**src/rtl/clock_pkg.sv**
```systemverilog
// clock_pkg: shared FSM states, field limits and BCD helpers for the 24-hour clock
package clock_pkg;
  typedef enum logic [1:0] {RUN, SET_HR, SET_MIN} state_t;
  typedef logic [3:0] digit_t;
  localparam int SEC_MAX = 59;
  localparam int MIN_MAX = 59;
  localparam int HR_MAX  = 23;
  function automatic logic [7:0] pair_inc(input logic [7:0] v, input int max);
    logic [7:0] m;
    m = {4'(max / 10), 4'(max % 10)};
    return v == m ? 8'h00 : v[3:0] == 4'd9 ? {v[7:4] + 4'd1, 4'd0} : v + 8'd1;
  endfunction
endpackage

```
**src/rtl/bcd_pair_counter.sv**
```systemverilog
// bcd_pair_counter: two-digit BCD counter wrapping MAX->00 on inc, clr overriding inc
module bcd_pair_counter
  import clock_pkg::*;
#(
  parameter int MAX = 59,
  parameter int TW  = 4
) (
  input  logic          clk,
  input  logic          reset,
  input  logic          inc,
  input  logic          clr,
  output logic [TW-1:0] tens,
  output digit_t        units,
  output logic          at_max
);
  localparam logic [TW-1:0] MT = TW'(MAX / 10);
  localparam digit_t MU = digit_t'(MAX % 10);
  assign at_max = tens == MT && units == MU;
  always_ff @(posedge clk or posedge reset) begin
    if (reset) begin
      tens  <= '0;
      units <= '0;
    end else if (clr || (inc && at_max)) begin
      tens  <= '0;
      units <= '0;
    end else if (inc) begin
      units <= units == 4'd9 ? 4'd0 : units + 4'd1;
      tens  <= units == 4'd9 ? tens + TW'(1) : tens;
    end
  end
endmodule

```
**src/rtl/clock_set_ctrl.sv**
```systemverilog
// clock_set_ctrl: run/set FSM and enable-driven BCD timekeeper; ALARM_EN adds the alarm compare
module clock_set_ctrl
  import clock_pkg::*;
#(
  parameter int TIMEOUT_TICKS = 30
) (
  input  logic       clk,
  input  logic       reset,
  input  logic       tick_1hz,
  input  logic       mode_btn,
  input  logic       inc_btn,
`ifdef ALARM_EN
  input  logic       alarm_arm,
  input  logic [1:0] alarm_hr_tens,
  input  digit_t     alarm_hr_units,
  input  digit_t     alarm_min_tens,
  input  digit_t     alarm_min_units,
  output logic       alarm_pulse,
`endif
  output digit_t     sec_units,
  output digit_t     sec_tens,
  output digit_t     min_units,
  output digit_t     min_tens,
  output digit_t     hour_units,
  output logic [1:0] hour_tens,
  output logic       set_active,
  output logic       blink_hr,
  output logic       blink_min,
  output logic       day_wrap
);
  state_t state, state_nxt;
  logic [7:0] to_cnt, to_nxt;
  logic sec_inc, min_inc, hr_inc, sec_clr;
  logic sec_max, min_max, hr_max;
  logic run_tick, expire, dw_nxt;
  bcd_pair_counter #(.MAX(SEC_MAX), .TW(4)) u_sec (
    .clk(clk), .reset(reset), .inc(sec_inc), .clr(sec_clr),
    .tens(sec_tens), .units(sec_units), .at_max(sec_max)
  );
  bcd_pair_counter #(.MAX(MIN_MAX), .TW(4)) u_min (
    .clk(clk), .reset(reset), .inc(min_inc), .clr(1'b0),
    .tens(min_tens), .units(min_units), .at_max(min_max)
  );
  bcd_pair_counter #(.MAX(HR_MAX), .TW(2)) u_hr (
    .clk(clk), .reset(reset), .inc(hr_inc), .clr(1'b0),
    .tens(hour_tens), .units(hour_units), .at_max(hr_max)
  );
  assign run_tick = state == RUN && tick_1hz && !mode_btn;
  assign expire   = tick_1hz && to_cnt == 8'(TIMEOUT_TICKS - 1);
  assign dw_nxt   = run_tick && sec_max && min_max && hr_max;
  always_comb begin
    state_nxt = state;
    to_nxt    = '0;
    sec_inc   = 1'b0;
    min_inc   = 1'b0;
    hr_inc    = 1'b0;
    sec_clr   = 1'b0;
    case (state)
      RUN: begin
        state_nxt = mode_btn ? SET_HR : RUN;
        sec_inc   = run_tick;
        min_inc   = run_tick && sec_max;
        hr_inc    = run_tick && sec_max && min_max;
      end
      SET_HR: begin
        state_nxt = mode_btn ? SET_MIN : (!inc_btn && expire) ? RUN : SET_HR;
        hr_inc    = !mode_btn && inc_btn;
        sec_clr   = !mode_btn && !inc_btn && expire;
        to_nxt    = (!mode_btn && !inc_btn && tick_1hz && !expire) ? to_cnt + 8'd1 : 8'd0;
      end
      SET_MIN: begin
        state_nxt = (mode_btn || (!inc_btn && expire)) ? RUN : SET_MIN;
        min_inc   = !mode_btn && inc_btn;
        sec_clr   = mode_btn || (!inc_btn && expire);
        to_nxt    = (!mode_btn && !inc_btn && tick_1hz && !expire) ? to_cnt + 8'd1 : 8'd0;
      end
      default: state_nxt = RUN;
    endcase
  end
  always_ff @(posedge clk or posedge reset) begin
    if (reset) begin
      state      <= RUN;
      to_cnt     <= '0;
      set_active <= 1'b0;
      blink_hr   <= 1'b0;
      blink_min  <= 1'b0;
      day_wrap   <= 1'b0;
    end else begin
      state      <= state_nxt;
      to_cnt     <= to_nxt;
      set_active <= state_nxt != RUN;
      blink_hr   <= state_nxt == SET_HR;
      blink_min  <= state_nxt == SET_MIN;
      day_wrap   <= dw_nxt;
    end
  end
`ifdef ALARM_EN
  logic [7:0] min_n, hr_n;
  logic al_nxt;
  assign min_n  = pair_inc({min_tens, min_units}, MIN_MAX);
  assign hr_n   = min_max ? pair_inc({2'b00, hour_tens, hour_units}, HR_MAX) : {2'b00, hour_tens, hour_units};
  assign al_nxt = run_tick && sec_max && alarm_arm && min_n == {alarm_min_tens, alarm_min_units} &&
                  hr_n == {2'b00, alarm_hr_tens, alarm_hr_units};
  always_ff @(posedge clk or posedge reset) begin
    if (reset) alarm_pulse <= 1'b0;
    else alarm_pulse <= al_nxt;
  end
`endif
endmodule
```
**config.mk**
```make
export PLATFORM = sky130hd
export DESIGN_NAME = clock_set_ctrl
export DESIGN_NICKNAME = d
export VERILOG_FILES = /design/src/rtl/clock_pkg.sv /design/src/rtl/bcd_pair_counter.sv /design/src/rtl/clock_set_ctrl.sv
export SDC_FILE = /design/constraint.sdc
export NUM_CORES = 1
export LEC_CHECK = 0
export ABC_AREA = 1
export CELL_PAD_IN_SITES_DETAIL_PLACEMENT = 2
export CELL_PAD_IN_SITES_GLOBAL_PLACEMENT = 2
export CORE_ASPECT_RATIO = 2
export CORE_MARGIN = 10
export CORE_UTILIZATION = 30
export CTS_BUF_LIST = sky130_fd_sc_hd__clkbuf_8
export DETAILED_ROUTE_END_ITERATION = 8
export GPL_TIMING_DRIVEN = 0
export PLACE_DENSITY = 0.8
export SLEW_MARGIN = 20
export SYNTH_ARGS = -nofsm -noshare
export SYNTH_HDL_FRONTEND = slang
export SYNTH_SLANG_ARGS = --single-unit
```
**constraint.sdc**
```tcl
create_clock -name clk -period 1.4 [get_ports clk]
set_input_delay 0.28 -clock clk [delete_from_list [all_inputs] [get_ports clk]]
set_output_delay 0.28 -clock clk [all_outputs]
set_load 0.1 [all_outputs]
```
==> flow_summary.json <==
{
  "synth_fp_nets": 263,
  "skew_ns": 0.00937,
  "critPathArrivalTime_ns": 1.88,
  "synth_top_family_by_area": "simple AND/OR/NAND/NOR gates",
  "place_hpwl_mm": 4.58,
  "drc": 0,
  "netlist_area_um2": 2090,
  "grt_pass1_vias": 2239,
  "yosysSeqAreaShare": 0.431,
  "violations": "negative setup slack",
  "final_common_cell": "buf_4",
  "port_buffers": 30,
  "setup_viol": 30,
  "ys_warn_count": 0,
  "ios": 31,
  "worst_setup_path_end_kind": "flop",
  "drtIter0Drc": 56,
  "path_class": "flop to flop",
  "cts_buffer_depth": 2,
  "setup_ws_ns": -0.290,
  "area_growth_syn_to_layout_pct": 46.5,
  "synth_area_leader_cell": "dfrtp_1",
  "grt_pass1_wl_mm": 11.6,
  "place_ws_ns": -0.553,
  "p_leak_nw": 1.43,
  "slew_headroom": 0.674,
  "crit_fanout": 6,
  "dr.pass1.iters": 4,
  "wl_per_cell_um": 18.7,
  "antenna_found_initial": 0,
  "synth_fa_ha_area_frac": 0.102,
  "slowest_stage": "dfrtp_4",
  "final_cells": 391,
  "seq_area_um2": 940,
  "grt_use_total": 0.132,
  "cts.clk_slew.worst_paths_ns": 0.08,
  "final_cell_mix": "31 x buf_4, 26 x inv_1, 25 x nand2_1",
  "ant_nets": 0,
  "vias_per_cell": 4.96,
  "synthSimpleGateAreaFrac": 0.278,
  "powerDensity_nw_per_um2": 2110,
  "regToRegStartpoint": "u_sec.units[1]",
  "period_needed_ns": 1.69,
  "place_inst": 362,
  "worstSetupStartpointType": "flop",
  "r2r_cells": 11,
  "r2r-end": "u_hr.units[3]",
  "muxShareOfSynthArea": 0,
  "grt_max_degree": 25,
  "hp-class": "input pin to async pin",
  "synthCells": 241,
  "drt_wl_total_mm": 7.32,
  "route.vias.total": 1938,
  "drv_cap": 0,
  "root_buffer": "clkbuf_8",
  "final.period_utilization": 1.21,
  "worst_pin_slew_ns": 0.493,
  "r2r_slack_ns": -0.29,
  "post_synth_num_cell_types": 30,
  "holdWs_ns": 0.287,
  "synth.top_cell.area_share": 0.431,
  "numCtsBuffers": 5,
  "row_count": 43,
  "yosys_register_bits": 36,
  "synth_compound_area_frac": 0.0713,
  "drive_gt1_frac": 0.495,
  "grt_overflow_total": 0,
  "place.gp.congestion": 0.769,
  "cts_tree": "yes",
  "initial_core_util": 0.303,
  "clk_latency_ns": 0.31,
  "htreeDepth": 2,
  "dieArea_um2": 10900,
  "die_w_um": 79.0,
  "synth_xor_xnor_area_share": 0.0461,
  "slew_violations": 0,
  "worstPathRequired_ns": 1.59,
  "cpPeakStageDelay_ns": 0.49,
  "nets": 322,
  "vdd_drop_max_v": 0.00128,
  "antenna_cells": 0,
  "fmax_mhz": 592,
  "yosys-top-cells-area": "dfrtp_1 43%, ha_1 10%, nand2_1 7.5%",
  "die_height_um": 138,
  "path_cells": "inv_4 -> ha_4 -> nand2_4 -> nor2_4 -> inv_2 -> nor2_4 -> nand4_4 -> nand2_4 -> o21ai_4 -> nand2_1 -> nor2_1",
  "core-area_um2": 6890,
  "setup-tns-final_ns": -5.15,
  "status": "finished with violations",
  "multi_input_area_um2": 1320,
  "grt_setup_unrepaired": "yes",
  "hold_viol_final": 0,
  "cts_sinks": 36,
  "fillers": 803,
  "postCtsHoldBufs": 0,
  "syn_area_per_cell_um2": 8.67
}
critical path: cells and delay by family, from the launching register on:
kind	cells	cell delay [ns]
and+or+nand+nor	7	0.73
DFF	1	0.49
adders and majority gates	1	0.13
buffers and inverters	2	0.12
AOI/OAI and AO/OA	1	0.09
kinds of logic after synthesis:
logic type                 count (synthesis)
DFF                                       36
xor gates and xnor gates                  11
AOI/OAI and AO/OA                         25
and+or+nand+nor                          114
buffers and inverters                     38
adders and majority gates                 17
routing by layer:
metal	vias to the layer above	track usage	routed length, um
li1	900	-	-
met1	1000	0.126	2600
met2	28	0.260	4460
met3	10	0.0253	152
met4	0	0.0494	108
met5	-	0	0
sequential cells by signal, indices dropped and copies added (netlist names):
| register | flops |
|---|---|
| to_cnt | 8 |
| state | 2 |
| set_active | 1 |
| day_wrap | 1 |
| u_hr.tens | 2 |
| blink_min | 1 |
| u_min.tens | 4 |
| u_sec.units | 4 |
| blink_hr | 1 |
| u_sec.tens | 4 |
| u_hr.units | 4 |
| u_min.units | 4 |
area by class of cell:
type                            count  area share
Sequential cell                    36       0.307
Inverter                           37      0.0470
Clock inverter                      2     0.00245
Clock buffer                        6      0.0270
Multi-Input combinational cell    168       0.432
Timing Repair Buffer               51       0.144
Buffer                              1     0.00368
Tap cell                           90      0.0368
synth_stat cells:
library cell,n
or2_2,1
xnor2_1,3
nand2_8,1
xor2_1,8
o21ai_1,2
nand2_4,3
nor2_2,2
nor3_1,7
o21ai_2,1
nor2_4,2
a21oi_1,12
nand4_1,8
dfrtp_1,36
o22ai_1,1
buf_6,1
or2_0,1
nand3_1,21
ha_1,17
o31ai_1,3
inv_2,5
o21ai_4,1
nand4_2,1
inv_1,32
nor2_1,19
o21ai_0,5
nand2_1,42
nor3b_1,1
nand2_2,2
nand3b_1,1
nand3_2,2
power by group:
part	internal, mW	switching, mW
Combinational	1.05	2.87
Sequential	1.37	0.357
Clock	0.388	0.419
Total	2.81	3.64
through the flow:
| step | power, mW | utilization | area [um^2] |
|---|---|---|---|
| final | 6.46 | 0.445 | 3060 |
| after global routing | 6.81 | 0.445 | 3060 |
| after floorplan | 4.25 | - | 2160 |
| after global placement | 5.05 | 0.374 | 2570 |
| after detailed placement | 5.14 | 0.377 | 2590 |
| after CTS | 6.27 | 0.420 | 2900 |
timing repair:
action / 4_1_cts / 5_1_grt
pin swaps: 13 / 25
setup buffers: 16 / 4
gates resized for setup: 185 / 38
gates cloned: 2 / 0
setup endpoints to repair: 62 / 40
worst max path at each step:
stage                   startpoint             end  depth (start not counted)
floorplan            u_hr.units[2]    u_hr.tens[0]                          6
global placement             reset  u_sec.units[0]                          2
detailed placement        mode_btn   u_min.tens[3]                          8
CTS                 u_sec.units[1]    u_hr.tens[0]                         11
global route             to_cnt[1]  u_sec.units[2]                         12
finish              u_sec.units[1]   u_hr.units[3]                         11
Power figures use the tool's default switching activity.
